$ cat config.mk
export PLATFORM = sky130hd
export DESIGN_NAME = trng_key_fetch
export DESIGN_NICKNAME = d
export VERILOG_FILES = /design/src/rtl/obi_pkg.sv /design/src/rtl/trng_key_fetch_pkg.sv /design/src/rtl/trng_obi_single_master.sv /design/src/rtl/trng_key_fetch.sv
export SDC_FILE = /design/constraint.sdc
export NUM_CORES = 1
export LEC_CHECK = 0
export BUFFER_PORTS_ARGS = -buffer_cell sky130_fd_sc_hd__buf_4
export CAP_MARGIN = 30
export CORE_ASPECT_RATIO = 0.8
export CORE_MARGIN = 2
export CORE_UTILIZATION = 25
export DETAILED_ROUTE_END_ITERATION = 8
export PLACE_DENSITY_LB_ADDON = 0.25
export SETUP_SLACK_MARGIN = 0.2
export SYNTH_ARGS = -nofsm -noshare
export SYNTH_HDL_FRONTEND = slang
export SYNTH_SLANG_ARGS = --single-unit
export TNS_END_PERCENT = 1
$ cat constraint.sdc
create_clock -name clk_i -period 4.3 [get_ports clk_i]
set_input_delay 0.86 -clock clk_i [delete_from_list [all_inputs] [get_ports clk_i]]
set_output_delay 0.86 -clock clk_i [all_outputs]
set_load 0.03 [all_outputs]
$ cat src/rtl/obi_pkg.sv
// OBI bus request/response structures shared by initiators and responders.
package obi_pkg;

  typedef struct packed {
    logic        req;
    logic        we;
    logic [3:0]  be;
    logic [31:0] addr;
    logic [31:0] wdata;
  } obi_req_t;

  typedef struct packed {
    logic        gnt;
    logic        rvalid;
    logic [31:0] rdata;
  } obi_resp_t;

endpackage

$ cat src/rtl/trng_key_fetch_pkg.sv
// Shared state encodings and default TRNG register map for the key fetcher.
package trng_key_fetch_pkg;

  typedef enum logic [2:0] {
    ST_IDLE,
    ST_RD,
    ST_ACK_SET,
    ST_ACK_CLR,
    ST_KEY_HOLD
  } fetch_state_e;

  typedef enum logic [1:0] {
    PH_IDLE,
    PH_REQ,
    PH_WAIT
  } obi_phase_e;

  localparam logic [31:0] TRNG_DATA_ADDR     = 32'h3008_0000;
  localparam logic [31:0] TRNG_CTRL_ADDR     = 32'h3009_0000;
  localparam logic [31:0] TRNG_ACK_SET_WDATA = 32'h0000_0005;
  localparam logic [31:0] TRNG_ACK_CLR_WDATA = 32'h0000_0004;
  localparam logic [3:0]  OBI_BE_WORD        = 4'hF;

endpackage

$ cat src/rtl/trng_obi_single_master.sv
// Single-outstanding OBI initiator: a start pulse launches one REQ/WAIT transaction.
module trng_obi_single_master
  import obi_pkg::*;
  import trng_key_fetch_pkg::*;
(
  input  logic        clk,
  input  logic        srst,
  input  logic        start,
  input  logic        we,
  input  logic [31:0] addr,
  input  logic [31:0] wdata,
  output logic        done,
  output logic [31:0] rdata,
  output obi_req_t    obi_req,
  input  obi_resp_t   obi_resp
);

  obi_phase_e  phase_reg, phase_next;
  logic        we_reg;
  logic [3:0]  be_reg;
  logic [31:0] addr_reg;
  logic [31:0] wdata_reg;
  logic        accept;

  // A new command may be accepted in the same cycle the previous one completes,
  // so back-to-back transactions need no idle cycle in between.
  always_comb begin
    phase_next = phase_reg;
    done       = 1'b0;
    accept     = 1'b0;
    unique case (phase_reg)
      PH_IDLE: accept = start;
      PH_REQ: begin
        if (obi_resp.gnt) phase_next = PH_WAIT;
      end
      PH_WAIT: begin
        if (obi_resp.rvalid) begin
          done       = 1'b1;
          accept     = start;
          phase_next = PH_IDLE;
        end
      end
      default: phase_next = PH_IDLE;
    endcase
    if (accept) phase_next = PH_REQ;
  end

  always_ff @(posedge clk) begin
    if (srst) begin
      phase_reg <= PH_IDLE;
      we_reg    <= 1'b0;
      be_reg    <= 4'h0;
      addr_reg  <= '0;
      wdata_reg <= '0;
    end else begin
      phase_reg <= phase_next;
      if (accept) begin
        we_reg    <= we;
        be_reg    <= OBI_BE_WORD;
        addr_reg  <= addr;
        wdata_reg <= wdata;
      end
    end
  end

  // Command fields come straight from registers, so they cannot move while req is high.
  assign obi_req.req   = (phase_reg == PH_REQ);
  assign obi_req.we    = we_reg;
  assign obi_req.be    = be_reg;
  assign obi_req.addr  = addr_reg;
  assign obi_req.wdata = wdata_reg;
  assign rdata         = obi_resp.rdata;

endmodule

$ cat src/rtl/trng_key_fetch.sv
// Assembles an N_WORDS x 32-bit key from a TRNG over OBI: per interrupt, read one
// data word, then pulse the ack bit in the control register.
module trng_key_fetch
  import obi_pkg::*;
  import trng_key_fetch_pkg::*;
#(
  parameter int unsigned N_WORDS       = 4,
  parameter logic [31:0] DATA_ADDR     = TRNG_DATA_ADDR,
  parameter logic [31:0] CTRL_ADDR     = TRNG_CTRL_ADDR,
  parameter logic [31:0] ACK_SET_WDATA = TRNG_ACK_SET_WDATA,
  parameter logic [31:0] ACK_CLR_WDATA = TRNG_ACK_CLR_WDATA
) (
  input  logic                   clk_i,
  input  logic                   rst_i,
  input  logic                   enable_i,
  input  logic                   trng_intr_i,
  output obi_req_t               obi_req_o,
  input  obi_resp_t              obi_resp_i,
  output logic [32*N_WORDS-1:0]  key_o,
  output logic                   key_valid_o,
  input  logic                   key_ready_i,
  output logic                   busy_o
);

  localparam int unsigned      CNT_W    = $clog2(N_WORDS);
  localparam logic [CNT_W-1:0] CNT_LAST = CNT_W'(N_WORDS - 1);

  fetch_state_e     state_reg, state_next;
  logic [CNT_W-1:0] cnt_reg, cnt_next;
  logic             pend_reg, pend_next;
  logic             intr_reg;
  logic             intr_edge;
  logic             word_capture;
  logic             key_clear;

  logic             mst_start;
  logic             mst_we;
  logic [31:0]      mst_addr;
  logic [31:0]      mst_wdata;
  logic             mst_done;
  logic [31:0]      mst_rdata;

  assign intr_edge = trng_intr_i & ~intr_reg;

  always_comb begin
    state_next   = state_reg;
    cnt_next     = cnt_reg;
    pend_next    = pend_reg | intr_edge;
    mst_start    = 1'b0;
    word_capture = 1'b0;
    key_clear    = 1'b0;
    unique case (state_reg)
      ST_IDLE: begin
        if (enable_i && (pend_reg || intr_edge)) begin
          state_next = ST_RD;
          pend_next  = 1'b0;
          mst_start  = 1'b1;
        end
      end
      ST_RD, ST_ACK_SET, ST_ACK_CLR: begin
        if (mst_done) begin
          word_capture = (state_reg == ST_RD);
          if (!enable_i) begin
            // Disabled mid-sequence: let the finished transaction stand, drop the rest.
            state_next = ST_IDLE;
            cnt_next   = '0;
            pend_next  = 1'b0;
            key_clear  = 1'b1;
          end else if (state_reg == ST_RD) begin
            state_next = ST_ACK_SET;
            mst_start  = 1'b1;
          end else if (state_reg == ST_ACK_SET) begin
            state_next = ST_ACK_CLR;
            mst_start  = 1'b1;
          end else if (cnt_reg == CNT_LAST) begin
            state_next = ST_KEY_HOLD;
          end else begin
            state_next = ST_IDLE;
            cnt_next   = cnt_reg + 1'b1;
          end
        end
      end
      ST_KEY_HOLD: begin
        if (key_ready_i) begin
          state_next = ST_IDLE;
          cnt_next   = '0;
        end
      end
      default: begin
        state_next = ST_IDLE;
        cnt_next   = '0;
      end
    endcase
  end

  // The command handed to the initiator follows the state being entered.
  always_comb begin
    mst_we    = 1'b0;
    mst_addr  = DATA_ADDR;
    mst_wdata = '0;
    if (state_next == ST_ACK_SET) begin
      mst_we    = 1'b1;
      mst_addr  = CTRL_ADDR;
      mst_wdata = ACK_SET_WDATA;
    end else if (state_next == ST_ACK_CLR) begin
      mst_we    = 1'b1;
      mst_addr  = CTRL_ADDR;
      mst_wdata = ACK_CLR_WDATA;
    end
  end

  always_ff @(posedge clk_i) begin
    if (rst_i) begin
      state_reg <= ST_IDLE;
      cnt_reg   <= '0;
      pend_reg  <= 1'b0;
      intr_reg  <= 1'b0;
    end else begin
      state_reg <= state_next;
      cnt_reg   <= cnt_next;
      pend_reg  <= pend_next;
      intr_reg  <= trng_intr_i;
    end
  end

  for (genvar gi = 0; gi < N_WORDS; gi++) begin : g_key_word
    logic [31:0] word_reg;

    always_ff @(posedge clk_i) begin
      if (rst_i || key_clear) begin
        word_reg <= '0;
      end else if (word_capture && (cnt_reg == CNT_W'(gi))) begin
        word_reg <= mst_rdata;
      end
    end

    assign key_o[32*gi +: 32] = word_reg;
  end

  trng_obi_single_master u_obi_master (
    .clk      (clk_i),
    .srst     (rst_i),
    .start    (mst_start),
    .we       (mst_we),
    .addr     (mst_addr),
    .wdata    (mst_wdata),
    .done     (mst_done),
    .rdata    (mst_rdata),
    .obi_req  (obi_req_o),
    .obi_resp (obi_resp_i)
  );

  assign key_valid_o = (state_reg == ST_KEY_HOLD);
  assign busy_o      = (state_reg != ST_IDLE);

endmodule

# Word-level counts from Yosys, hierarchy flattened
# Index checks and enable logic that the tools add are counted.
# W data, S select, Z words.
[totals]
latchBits = 0
output_inout_bits = 200
mem_bits_rw = 0
rom_bits = 0
in_bits = 39
memories = 0
ff_bits = 203
[op_classes]
n_reduce_logical = 16
div = 0
shifts = 0
n_mul = 0
n_lt_le_gt_ge = 0
add_sub_neg = 1
muxes = 44
n_bitwise = 5
n_eq_ne = 21
[op_table]
columns = ["cell", "n"]
rows = [
  ["$mux W17", 2],
  ["$mux W3", 9],
  ["$mux W1", 19],
  ["$mux W2", 8],
  ["$eq A3 B2 Y1 const B", 4],
  ["$pmux W2 S3", 2],
  ["$ne A3 B3 Y1 const B", 3],
  ["$pmux W3 S3", 1],
  ["$eq A2 B2 Y1 const B", 3],
  ["$ne A2 B1 Y1 const B", 3],
  ["$pmux W1 S2", 3],
  ["$reduce_and A3 Y1", 2],
  ["$reduce_and A6 Y1", 1],
  ["$logic_and A1 B1 Y1", 5],
  ["$eq A2 B1 Y1 const B", 2],
  ["$logic_not A2 Y1", 2],
  ["$ne A2 B2 Y1 const B", 2],
  ["$eq A3 B1 Y1 const B", 1],
  ["$eq A3 B3 Y1 const B", 1],
  ["$logic_not A3 Y1", 1],
  ["$ne A3 B1 Y1 const B", 1],
  ["$ne A3 B2 Y1 const B", 1],
  ["$not A1 Y1", 3],
  ["$reduce_bool A3 Y1", 1],
  ["other kinds (6)", 7],
]

# Depth between registers and ports, before layout
[depth]
ltp_word = 10
ltp_mapped = 7

# Hierarchy
# From an unflattened synthesis, not the netlist that was laid out.
[hier_totals]
hier_cells = 958
hier_area_um2 = 8645.8
[by_module_without_submodules]
columns = ["module", "n_inst", "cells_per_inst", "area_each_um2", "seq_area_each_um2"]
rows = [
  ["trng_key_fetch", 1, 628, 5358.9, 2702.6],
  ["trng_obi_single_master", 1, 330, 3286.9, 1361.3],
]

# Worst setup path before layout
# No wires, ideal clock.
[synth_timing]
kind = "input to register"
from = "input obi_resp_i[32] in the netlist's numbering"
to = "register g_key_word[0].word_reg[0]"
t_required_ps = 4180
path_buffers = 2
arrival_ps = 1796
cell_stages = 5
path_slack_ps = 2385
cell_sequence = "nand3b_1 o41ai_2 clkbuf_1 buf_2 a21oi_1"
[synth_via]
elab_chain_len = 5
elab_cells_between_ends = 8
classes_between = "mux (6); reduce/logical (2)"
[synth_lines]
columns = ["element", "line_no", "text"]
rows = [
  ["start: declaration", "trng_key_fetch.sv:18", "input obi_resp_t obi_resp_i,"],
  ["$mux W1 *", "trng_obi_single_master.sv:37", "if (obi_resp.rvalid) begin"],
  ["$mux W1 *", "trng_obi_single_master.sv:31", "unique case (phase_reg)"],
  ["$mux W1", "trng_key_fetch.sv:61", "if (mst_done) begin"],
  ["$mux W1", "trng_key_fetch.sv:52", "unique case (state_reg)"],
  ["$logic_and A1 B1 Y1 / $logic_or A1 B1 Y1 (equally long branches)", "trng_key_fetch.sv:132, trng_key_fetch.sv:130", ""],
  ["end signal: assignment", "trng_key_fetch.sv:133", "word_reg <= mst_rdata;"],
  ["end: declaration", "trng_key_fetch.sv:127", "logic [31:0] word_reg;"],
]
# Every way passes the cells marked *; elsewhere a longest branch is shown, timed or not.
# A chain may end at the register's enable or synchronous reset.

# Worst setup path in the final report
[layout_timing]
from = "register state_reg[0]"
to = "output key_valid_o"
[layout_via]
elab_chain_len = 1
[layout_lines]
columns = ["element", "line_no", "text"]
rows = [
  ["start: declaration", "trng_key_fetch.sv:28", "fetch_state_e state_reg, state_next;"],
  ["start signal: assignment", "trng_key_fetch.sv:119", "state_reg <= state_next;"],
  ["$eq A3 B3 Y1", "trng_key_fetch.sv:153", "assign key_valid_o = (state_reg == ST_KEY_HOLD);"],
  ["end: declaration", "trng_key_fetch.sv:20", "output logic key_valid_o,"],
]
# Every way passes these cells.

==> run metrics <==
status complete, no violations; setup bufs post-CTS 0; Post-DRT Antenna Nets 0; r2r startpoint state_reg[0]; sw frac 24.1%; DIE AREA 23,700 sq um; clock root buffer clkbuf_16; CP max stage cell nor2_1; Logic pwr share approximately 6.3%; H-tree depth 4; # clock sinks 140; largest net degree at the start of global routing 69; Worst Path Required 3440 ps; # hold bufs at CTS 0; NetSw approximately 0.73 mW; WP data arrival 1730 ps; Clk pwr share 50.7%; fmax 385 MHz; R2R setup slack about 1800 ps; Final setup violation count 0; Final Net Count 895; First-pass DRT Iterations 4; hold crit path type reg2reg; worst slew pin tran 925 ps; Worst Reg2Reg Path Length in Cells 4; CTS resizes 0; CP Max Fanout 12; routed length per instance around 15 microns; global-route wire length before repair roughly 27 mm; Remaining DRCs 0; initial core utilization about a quarter; P_int 2.31 mW; RSZ-0062 raised after global routing no; Largest register FFs 128; Power Density between 400 and 500 nW/um^2; drt initial violations 220; IO Port Bufs 180; # diodes 0; min cycle time layout 2590 ps; FF-to-FF End g_key_word[3].word_reg[2]; relative slew slack 38.3%; pins over their slew limit 0; Yosys reg bits 140; share of cells above drive strength 1 25.9%; vias in the first global route 4,561; mean post-synth cell area 7.93 sq um; Hold Vio Cnt, Final 0; Top-Level Pins around 240; initial antenna violation count 0; Final Core Density 33.6%; Die X 172 microns; total global routing overflow 0; Setup TNS 0 ps; Max-cap violations 0; CTS tree built; P&R area growth vs syn 33.1%; vias post-DR 4,887; Num CTS Buffers 17; Hold Path Sink g_key_word[0].word_reg[30]; crit end category output pin; CP Cell Sequence nor2_1, and2_1, buf_4; Netlist cell types 34; Rows approximately 50; yosys synthesis warning count 0; Cells on Worst Hold Path 2; Post-Route WL 17.8 mm; Setup CP Type reg2out; Worst-Skew Late Latency 420 ps; Layout Skew 10.1 ps; slowest stage delay, CP 460 ps; CP Launch Type register; Longest Clk Path Bufs 2; detailed placer's ending HPWL approximately 11 mm; Worst IR Drop VDD 201 uV; Hold Crit Start g_key_word[0].word_reg[30]; GP Congestion 0.736; Total GRT Usage 14.8%; synthesized area 5620 sq um; Reg power frac 43.0%; final period utilization approximately 60%; Die H 138 microns; Leakage roughly 3.0 nW; CTS clk-pin slew, worst paths 60 ps; cells after synthesis 708; core area 22,300 sq um; Seq/Total Area, Yosys 49.9%; vias per cell 4.17
cell usage in the layout, fill, tap and decap left out, drive strengths merged, types with 3 or more instances in the layout:
cell / count
a21oi: 133
nor2: 5
nand2: 258
bufinv: 3
inv: 7
or3: 3
ha: 4
nand2b: 3
dfxtp: 140
nor3: 3
buf: 182
conb: 58
a211oi: 3
clkinv: 4
clkbuf: 22
nand3: 6
and3: 4
nor2b: 5
synth_stat cells, drive strengths merged:
cell	instances	share of area, %
nand2b	3	0.33
o21ai	2	0.18
or3	3	0.33
buf	97	12
clkbuf	17	1.1
a2111o	1	0.20
a21oi	133	12
nand2	258	17
ha	4	0.89
o2111ai	1	0.16
o21a	1	0.13
nand3b	2	0.27
and3b	1	0.16
nor2b	5	0.56
nor2	5	0.33
dfxtp	140	50
o41ai	1	0.29
nor3b	1	0.22
nand3	6	0.53
a211oi	3	0.40
nor3	3	0.27
conb	1	0.067
a211o	1	0.16
a41o	1	0.18
inv	6	0.40
nand4b	1	0.16
a32oi	1	0.16
and3	4	0.45
a22oi	1	0.13
a2bb2oi	1	0.16
a31o	2	0.31
o31ai	1	0.13
and2	1	0.11
cells by family (layout without fill, tap and decap cells):
| family | count (synthesis) | after routing | share of synthesized area [%] |
|---|---|---|---|
| compound gates | 150 | 150 | 14.4 |
| fa+ha+maj | 4 | 4 | 0.891 |
| flops | 140 | 140 | 49.9 |
| buf+inv | 120 | 220 | 13.7 |
| other cells | 1 | 58 | 0.0668 |
| simple gates | 293 | 293 | 21.0 |
how the worst max path moves through the flow:
stage / end / depth (start not counted) / from / slack, ps
floorplan: g_key_word[0].word_reg[0] / 5 / obi_resp_i[32] / 2380
CTS: key_valid_o / 3 / state_reg[1] / 1700
global placement: g_key_word[0].word_reg[16] / 5 / obi_resp_i[32] / 1630
global route: g_key_word[3].word_reg[8] / 4 / state_reg[0] / 1560
detailed placement: g_key_word[3].word_reg[2] / 5 / obi_resp_i[32] / 1580
finish: key_valid_o / 3 / state_reg[0] / 1710
power groups by stage:
stage	Clock [mW]	Combinational, mW	Sequential, mW
5_1_grt	1.64	0.203	1.31
2_1_floorplan	0	0.167	1.34
3_5_place_dp	0	0.191	1.34
6_report	1.54	0.191	1.31
3_3_place_gp	0	0.191	1.34
4_1_cts	1.59	0.191	1.31
critical path: cells and delay by family (launching register included):
| family | cells | cell delay, ps |
|---|---|---|
| flops | 1 | 430 |
| simple gates | 2 | 710 |
| buf+inv | 1 | 180 |
routing by layer:
| layer | global-route usage (%) | share of wire, % |
|---|---|---|
| met5 | 0 | 0 |
| met4 | 4.01 | 0.96 |
| met3 | 6.78 | 9.9 |
| met2 | 22.2 | 43 |
| met1 | 19.2 | 46 |
stage by stage:
step                      setup slack [ps]  total power, mW  hold slack [ps]  cells  cell area [sq um]
after floorplan                       2380             1.50              487    765               5830
after global placement                1630             1.53              442   1139               6870
after detailed placement              1580             1.53              448   1139               6870
after CTS                             1700             3.08              456   1171               7480
after global routing                  1560             3.15              473   1171               7480
final                                 1710             3.04              453   1171               7480
layout make-up:
type / instances / area [sq um]
Multi-Input combinational cell: 505 / 2290
Clock buffer: 22 / 474
Clock inverter: 10 / 138
Inverter: 6 / 22.5
Sequential cell: 140 / 2800
Fill cell: 2393 / 14800
Timing Repair Buffer: 182 / 1370
Tap cell: 306 / 383
(Power assumes the default switching activity.)
